File: config.mk
export PLATFORM = sky130hd
export DESIGN_NAME = jtopl_eg_sched
export DESIGN_NICKNAME = d
export VERILOG_FILES = /design/src/rtl/jtopl_pkg.sv /design/src/rtl/jtopl_eg_cnt.sv /design/src/rtl/jtopl_eg_sched.sv
export SDC_FILE = /design/constraint.sdc
export NUM_CORES = 1
export LEC_CHECK = 0
export CAP_MARGIN = 20
export CORE_ASPECT_RATIO = 1.2
export CORE_UTILIZATION = 45
export CTS_CLUSTER_DIAMETER = 200
export DETAILED_ROUTE_END_ITERATION = 8
export GPL_TIMING_DRIVEN = 0
export PLACE_DENSITY = 0.69
export SLEW_MARGIN = 20
export SYNTH_ARGS = -nofsm -noshare
export SYNTH_HDL_FRONTEND = slang
export SYNTH_SLANG_ARGS = --single-unit
File: constraint.sdc
create_clock -name clk -period 1.9 [get_ports clk]
set_input_delay 0.38 -clock clk [delete_from_list [all_inputs] [get_ports clk]]
set_output_delay 0.38 -clock clk [all_outputs]
set_load 0.02 [all_outputs]
File: src/rtl/jtopl_pkg.sv
// Shared constants and helpers for the OPL envelope generator: slot and rate widths,
// the four step-density patterns, and the rate-to-counter-shift mapping.
package jtopl_pkg;

    localparam int SLOT_W = 5;
    localparam int RATE_W = 6;

    localparam logic [7:0] STEP_PAT0 = 8'b10101010;
    localparam logic [7:0] STEP_PAT1 = 8'b11101010;
    localparam logic [7:0] STEP_PAT2 = 8'b11101110;
    localparam logic [7:0] STEP_PAT3 = 8'b11111110;

    // Only meaningful for rates 1..47; faster rates bypass the shift entirely.
    function automatic logic [3:0] rate_shift(input logic [RATE_W-1:0] rate);
        rate_shift = 4'd11 - rate[5:2];
    endfunction

    function automatic logic [7:0] step_pattern(input logic [1:0] sel);
        case (sel)
            2'd0:    step_pattern = STEP_PAT0;
            2'd1:    step_pattern = STEP_PAT1;
            2'd2:    step_pattern = STEP_PAT2;
            2'd3:    step_pattern = STEP_PAT3;
            default: step_pattern = STEP_PAT0;
        endcase
    endfunction

endpackage

File: src/rtl/jtopl_eg_cnt.sv
// Global 15-bit envelope counter; advances once per frame on the slot-0 strobe
// and wraps silently.
module jtopl_eg_cnt (
    input  logic        rst,
    input  logic        clk,
    input  logic        cen,
    input  logic        zero,
    output logic [14:0] eg_cnt
);

    logic [14:0] cnt_q;

    // Frame counter register.
    always_ff @(posedge clk or posedge rst) begin
        if (rst) begin
            cnt_q <= 15'd0;
        end else if (cen && zero) begin
            cnt_q <= cnt_q + 15'd1;
        end
    end

    assign eg_cnt = cnt_q;

endmodule

File: src/rtl/jtopl_eg_sched.sv
// Envelope step scheduler: walks the slot sequence, drives the envelope counter and
// registers the per-slot step/increment decision one cen edge after the slot is addressed.
module jtopl_eg_sched
    import jtopl_pkg::*;
#(
    parameter int SLOTS = 18
) (
    input  logic              clk,
    input  logic              rst,
    input  logic              cen,
    input  logic              restart,
    input  logic [RATE_W-1:0] rate_in,
    output logic [SLOT_W-1:0] slot,
    output logic              zero,
    output logic [14:0]       eg_cnt,
    output logic              step,
    output logic [2:0]        inc,
    output logic [SLOT_W-1:0] step_slot
);

    logic [SLOT_W-1:0] slot_q, slot_d;
    logic [SLOT_W-1:0] step_slot_q;
    logic              step_q, step_d;
    logic [2:0]        inc_q, inc_d;
    logic [14:0]       eg_cnt_s;
    logic [3:0]        sh_s;
    logic [14:0]       mask_s;
    logic [2:0]        idx_s;
    logic [7:0]        pat_s;
    logic              cnt_ok_s;

    jtopl_eg_cnt u_eg_cnt (
        .rst    (rst),
        .clk    (clk),
        .cen    (cen),
        .zero   (zero),
        .eg_cnt (eg_cnt_s)
    );

    // Slot sequencing: wrap at the last slot or on restart.
    always_comb begin
        slot_d = slot_q + {{(SLOT_W-1){1'b0}}, 1'b1};
        if (restart || (slot_q == SLOT_W'(SLOTS - 1))) begin
            slot_d = {SLOT_W{1'b0}};
        end else begin
            slot_d = slot_q + {{(SLOT_W-1){1'b0}}, 1'b1};
        end
    end

    // Step decode for the addressed slot against the current frame count.
    always_comb begin
        step_d   = 1'b0;
        inc_d    = 3'd0;
        sh_s     = rate_shift(rate_in);
        mask_s   = (15'd1 << sh_s) - 15'd1;
        cnt_ok_s = ((eg_cnt_s & mask_s) == 15'd0);
        idx_s    = 3'(eg_cnt_s >> sh_s);
        pat_s    = step_pattern(rate_in[1:0]);
        if (rate_in == 6'd0) begin
            step_d = 1'b0;
            inc_d  = 3'd0;
        end else if (rate_in[5:4] == 2'b11) begin
            step_d = 1'b1;
            inc_d  = 3'(rate_in[5:2] - 4'd11);
        end else begin
            step_d = cnt_ok_s & pat_s[idx_s];
            inc_d  = {2'b00, step_d};
        end
    end

    // Slot counter and registered step outputs.
    always_ff @(posedge clk or posedge rst) begin
        if (rst) begin
            slot_q      <= {SLOT_W{1'b0}};
            step_q      <= 1'b0;
            inc_q       <= 3'd0;
            step_slot_q <= {SLOT_W{1'b0}};
        end else if (cen) begin
            slot_q      <= slot_d;
            step_q      <= step_d;
            inc_q       <= inc_d;
            step_slot_q <= slot_q;
        end
    end

    assign slot      = slot_q;
    assign zero      = (slot_q == {SLOT_W{1'b0}});
    assign eg_cnt    = eg_cnt_s;
    assign step      = step_q;
    assign inc       = inc_q;
    assign step_slot = step_slot_q;

endmodule

=== Word-level counts from Yosys, hierarchy flattened ===
Index checks and enable logic that the tools add are counted.
Widths: inputs -> output; s select.

* Shift-type cells: 2
* Reduce and logical (&&, ||, !) cells: 6
* Equality and inequality tests: 5
* Bitwise logic cells: 2
* Add/sub/neg operators: 5
* Multiplexer cells: 8
* $lt $le $gt $ge: 1

{| class="wikitable"
|+ Operator list
! operator !! number
|-
| $pmux 8 s4 || 1
|-
| $add 15x1->15 const B || 1
|-
| $and 15x15->15 || 1
|-
| $logic_not 15->1 || 1
|-
| $shl 1x4->15 const A || 1
|-
| $shr 15x4->3 || 1
|-
| $sub 15x1->15 const B || 1
|-
| $eq 2x2->1 const B || 3
|-
| $logic_not 6->1 || 1
|-
| $mux 3 || 2
|-
| $add 5x1->5 const B || 1
|-
| $eq 5x5->1 const B || 1
|-
| $logic_not 5->1 || 1
|-
| $mux 5 || 1
|-
| $lt 3x4->1 const B || 1
|-
| $sub 4x4->4 const A || 1
|-
| $bmux 1 s3 || 1
|-
| $mux 1 || 3
|-
| $sub 3x2->3 const B || 1
|-
| $eq 2x1->1 const B || 1
|-
| $logic_not 2->1 || 1
|-
| $and 1x1->1 || 1
|-
| $logic_and 1x1->1 || 1
|-
| $logic_or 1x1->1 || 1
|}

* Flip-flop bits (word level): 29
* Logic and storage cells: 34
* Input port bits: 10
* Output and inout port bits: 30

=== Logic depth before layout (Yosys ltp) ===
* Word-level depth: 8
* Gate-level depth with buffers: 15
* Mapped depth without buffers: 12

=== Cells and area by module ===
From an unflattened synthesis, not the netlist that was laid out.

* Cell total of the unflattened synthesis: 246
* Area total of the unflattened synthesis: 2321.0 um^2

{| class="wikitable"
|+ Modules (own cells, without submodules)
! module !! seq. area each (um^2) !! times used !! area an instance (um^2) !! cells each
|-
| jtopl_eg_sched || 350.3 || 1 || 1620.3 || 186
|-
| jtopl_eg_cnt || 375.4 || 1 || 700.7 || 60
|}

=== Least setup slack after synthesis ===
Ideal clock, no wire load.

* Path kind: input port to flip-flop
* Start: input rate_in[4]
* End: register inc_q[0], in the netlist inc[0]
* Setup slack: -1168 ps
* Path buffers: 4
* Stages on the path: 14
* Required time: 1814 ps
* Data arrival time: 2983 ps
* Setup time: 86 ps
* Path through: buf_6 -> buf_6 -> inv_2 -> ha_1 -> buf_2 -> buf_2 -> nand2_1 -> ha_1 -> inv_2 -> or3_1 -> a32o_1 -> a22o_1 -> or4_4 -> o221ai_2

* Cells in the longest elaborated chain, start to end: 8
* Elaborated cells on any way between the ends: 13
* Those cells by class: add/sub: 2; eq/ne: 1; shift: 2; mux: 4; bitwise: 2; reduce/logical: 2

{| class="wikitable"
|+ RTL lines
! what !! RTL line !! text
|-
| start: declaration || jtopl_eg_sched.sv:12 || <nowiki>input logic [RATE_W-1:0] rate_in,</nowiki>
|-
| $sub 4x4->4 || jtopl_pkg.sv:15 || <nowiki>rate_shift = 4'd11 - rate[5:2];</nowiki>
|-
| $shl 1x4->15 || jtopl_eg_sched.sv:55 || <nowiki>mask_s = (15'd1 << sh_s) - 15'd1;</nowiki>
|-
| $sub 15x1->15 || jtopl_eg_sched.sv:55 ||
|-
| $and 15x15->15 || jtopl_eg_sched.sv:56 || <nowiki>cnt_ok_s = ((eg_cnt_s & mask_s) == 15'd0);</nowiki>
|-
| $logic_not 15->1 || jtopl_eg_sched.sv:56 ||
|-
| $and 1x1->1 || jtopl_eg_sched.sv:66 || <nowiki>step_d = cnt_ok_s & pat_s[idx_s];</nowiki>
|-
| $mux 3 || jtopl_eg_sched.sv:62 || <nowiki>end else if (rate_in[5:4] == 2'b11) begin</nowiki>
|-
| $mux 3 * || jtopl_eg_sched.sv:59 || <nowiki>if (rate_in == 6'd0) begin</nowiki>
|-
| end signal: assignment || jtopl_eg_sched.sv:81 || <nowiki>inc_q <= inc_d;</nowiki>
|-
| end: declaration || jtopl_eg_sched.sv:24 || <nowiki>logic [2:0] inc_q, inc_d;</nowiki>
|}

Every way passes the cells marked *; elsewhere a longest branch is shown, timed or not. The select of a mux whose other input is x is not followed.
A chain may end at the register's enable or synchronous reset.

=== Worst setup path after layout ===
Same ends and word-level chain as after synthesis.

==> out/qor.csv <==
stage,metric,value,unit
clock_tree,cts_tree,done,
placed_design,dpl_worst_slack,-1.856,ns
setup_path,end_kind,register,
setup_path,cp-start-kind,input port,
placed_design,io_buffers,39,
status,outcome,finished with violations,
timing,post-route-period-util,1.353,
timing,finClkSkew,0.009252,ns
floorplan,start_util,0.4753,
timing,hold_viol_final,0,
floorplan,die_width,65.82,microns
detailed_routing,wl_per_cell,16.72,microns
synth,synth_cell_types,47,
grt,grt_pass1_wl,9328,microns
synth,yosysTopAreaCellShare,0.3299,
detailed_routing,drc,0,
clock_tree,h-tree-depth,2,
grt,grt_pass1_vias,1896,
grt,grt_usage,0.2377,
grt,grt_overflow,0,
layout,design_area,0.003090,sq mm
synth,synthTopCellsByArea,"dfrtp_1 (33%), mux4_1 (8.4%), ha_1 (8.0%)",
floorplan,ioPinCount,40,
clock_tree,clock_sink_count,29,
floorplan,core,0.004628,sq mm
placed_design,dp_hpwl,3883,microns
layout,fin_util,0.6677,
synth,syn_nets,251,
floorplan,placementRows,27,
synth,avgSynthCellArea,9.690,sq um
detailed_routing,drt-total-wl,5801,microns
layout,syn2layout_area_growth,40.50,%
floorplan,die_area,0.005172,sq mm
flow_run,cap_violations,0,
timing,slew_headroom,0.5987,
pwr,leakagePower,1.358,nW
detailed_routing,drtIter0Drc,87,
detailed_routing,first_pass_iters,4,
layout,diodes,0,
clock_tree,cts_buffers,5,
detailed_routing,route.met2.wl,2852,microns
layout,drive_gt1_frac,0.3080,
detailed_routing,via_per_inst,5.818,
synth,synth-seq-area-share,0.3299,
setup_path,crit_required,2.10,ns
pwr,peakVddDrop,841.6,uV
synth,synth_area,0.002200,sq mm
setup_path,crit_type,input port to register,
detailed_routing,top_layer_used,met4,
synth,yosys.area.top_type,dfrtp_1,
pwr,p_per_area,744.8,mW/mm^2
layout,nets,312,
detailed_routing,vias,2019,
grt,antenna_found_initial,0,
timing,report.final.slew_viol_count,0,
placed_design,placed_area,0.002788,sq mm
synth,synth_flop_cell,dfrtp_1,
timing,period_needed,2.571,ns
clock_tree,clk_pin_slew,0.07,ns
synth,ys_ff_latch,29,
synth,synth_edf_count,0,
timing,fmax,389.0,MHz
synth,async_flop_share,1.000,
placed_design,gp_congestion,0.8769,
hold_path,hold_class,input port to asynchronous set/reset pin,
setup_path,cp_max_fo,6,
status,violations,negative setup slack,
timing,fin_ws,-0.6706,ns
timing,tns,-1.375,ns
detailed_routing,ant_nets,0,
layout,layoutNonFillerInstCount,347,
detailed_routing,met1Wirelength,2493,microns
timing,setup_viol,7,
placed_design,post-place-cells,324,
timing,tightest_slew,0.6011,ns
timing,rsz0062_at_grt,yes,
setup_path,crit_arrival,2.77,ns
floorplan,die_y,78.59,microns
clock_tree,clk_latency,0.28,ns
synth,syn-instance-count,227,
clock_tree,cts_buffer_depth,2,
clock_tree,cts_root_buffer,clkbuf_8,
synth,yosysWarnings,0,
detailed_routing,wl_met3,195,microns
grt,grt_max_degree,30,
## routing by layer
layer | GRT usage | vias up
met4 | 0.1174 | 0
met3 | 0.03488 | 20
li1 | - | 945
met2 | 0.3837 | 56
met5 | 0 | -
met1 | 0.3050 | 998
## critical path, stage by stage
cell and delay, ns:
buf_8 0.10, buf_8 0.11, buf_8 0.12, inv_8 0.06, ha_4 0.20, buf_8 0.13, nand2_4 0.06, ha_4 0.17
inv_2 0.05, or3_1 0.30, a32o_1 0.23, a22o_1 0.18, or4_4 0.51, o221ai_2 0.17
## sequential cells by signal, summed over array words and instances, names as in the netlist
signal	cells
u_eg_cnt.eg_cnt	15
slot	5
step_slot	5
inc	3
step	1
## area by class of cell
class                           count  area [sq um]
Fill cell                         358          1538
Sequential cell                    29         732.0
Inverter                           16         72.57
Multi-Input combinational cell    170          1523
Clock buffer                        5         68.82
Buffer                              9         82.58
Clock inverter                      3         17.52
Tap cell                           58         72.57
Timing Repair Buffer               57         521.8
## cell usage in the layout (no fill, tap or decap), drive strengths merged, types with 4 or more instances in the layout
master and count:
clkdlybuf4s50 33, buf 30, dfrtp 29, nand2 21, inv 16, nor2 15, ha 14, xnor2 13
mux2 11, o21ai 11, nand3 10, a21oi 9, mux4 7, clkbuf 7, nand4 5, xor2 4
nand2b 4, and3 4, nor3 4
## worst paths after layout
| path | from | end | slack [ns] | cells after the start |
|---|---|---|---|---|
| worst max-delay path | rate_in[4] | inc[0]$_DFFE_PP0P_ | -0.67 | 14 |
| worst min-delay path | rst | u_eg_cnt.eg_cnt[11]$_DFFE_PP0P_ | 0.49 | 2 |
| worst max register to register | u_eg_cnt.eg_cnt[5]$_DFFE_PP0P_ | inc[0]$_DFFE_PP0P_ | -0.20 | 8 |
| worst min register to register | inc[1]$_DFFE_PP0P_ | inc[1]$_DFFE_PP0P_ | 0.50 | 1 |
| max in group asynchronous | rst | slot[1]$_DFFE_PP0P_ | 0.97 | 2 |
| min in group clk | inc[1]$_DFFE_PP0P_ | inc[1]$_DFFE_PP0P_ | 0.50 | 1 |
## synth_stat cells (all sizes together), types with 3 or more instances
master	count
nand4	5
nor2	15
dfrtp	29
a21o	3
a32o	3
nor3	4
nand2b	4
ha	14
mux4	7
xnor2	13
mux2	11
inv	16
nand3	10
a21oi	9
a31oi	3
o21ai	11
and3	4
nor2b	3
xor2	4
buf	10
nand2	21
## through the flow
stage | total power, mW | hold slack [ns]
2_1_floorplan | 1.391 | 0.4580
3_3_place_gp | 1.714 | 0.4887
3_5_place_dp | 1.727 | 0.4867
4_1_cts | 2.289 | 0.5039
5_1_grt | 2.431 | 0.5220
6_report | 2.302 | 0.4896
## power by group
group	internal, mW	switching, mW
Sequential	0.708	0.149
Clock	0.252	0.237
Combinational	0.515	0.440
Total	1.48	0.827
## cell families (layout without fill, tap and decap cells)
group,count (synthesis),count (layout),share of synthesized area
AND/OR/NAND/NOR,75,75,0.1741
AO/OA/AOI/OAI,43,43,0.1337
flip-flops,29,29,0.3299
buffers and inverters,28,90,0.06143
multiplexers,20,20,0.1490
XOR/XNOR,17,17,0.06769
adder cells (fa/ha/maj),15,15,0.08419
## timing repair
item,CTS,global route
endpoints found under the setup margin,15,16
cloned,0,0
resized for setup,43,13
buffers inserted,16,2
pin swaps,11,8
hold buffers,0,0
No activity file was read; power rests on OpenSTA's default activity.
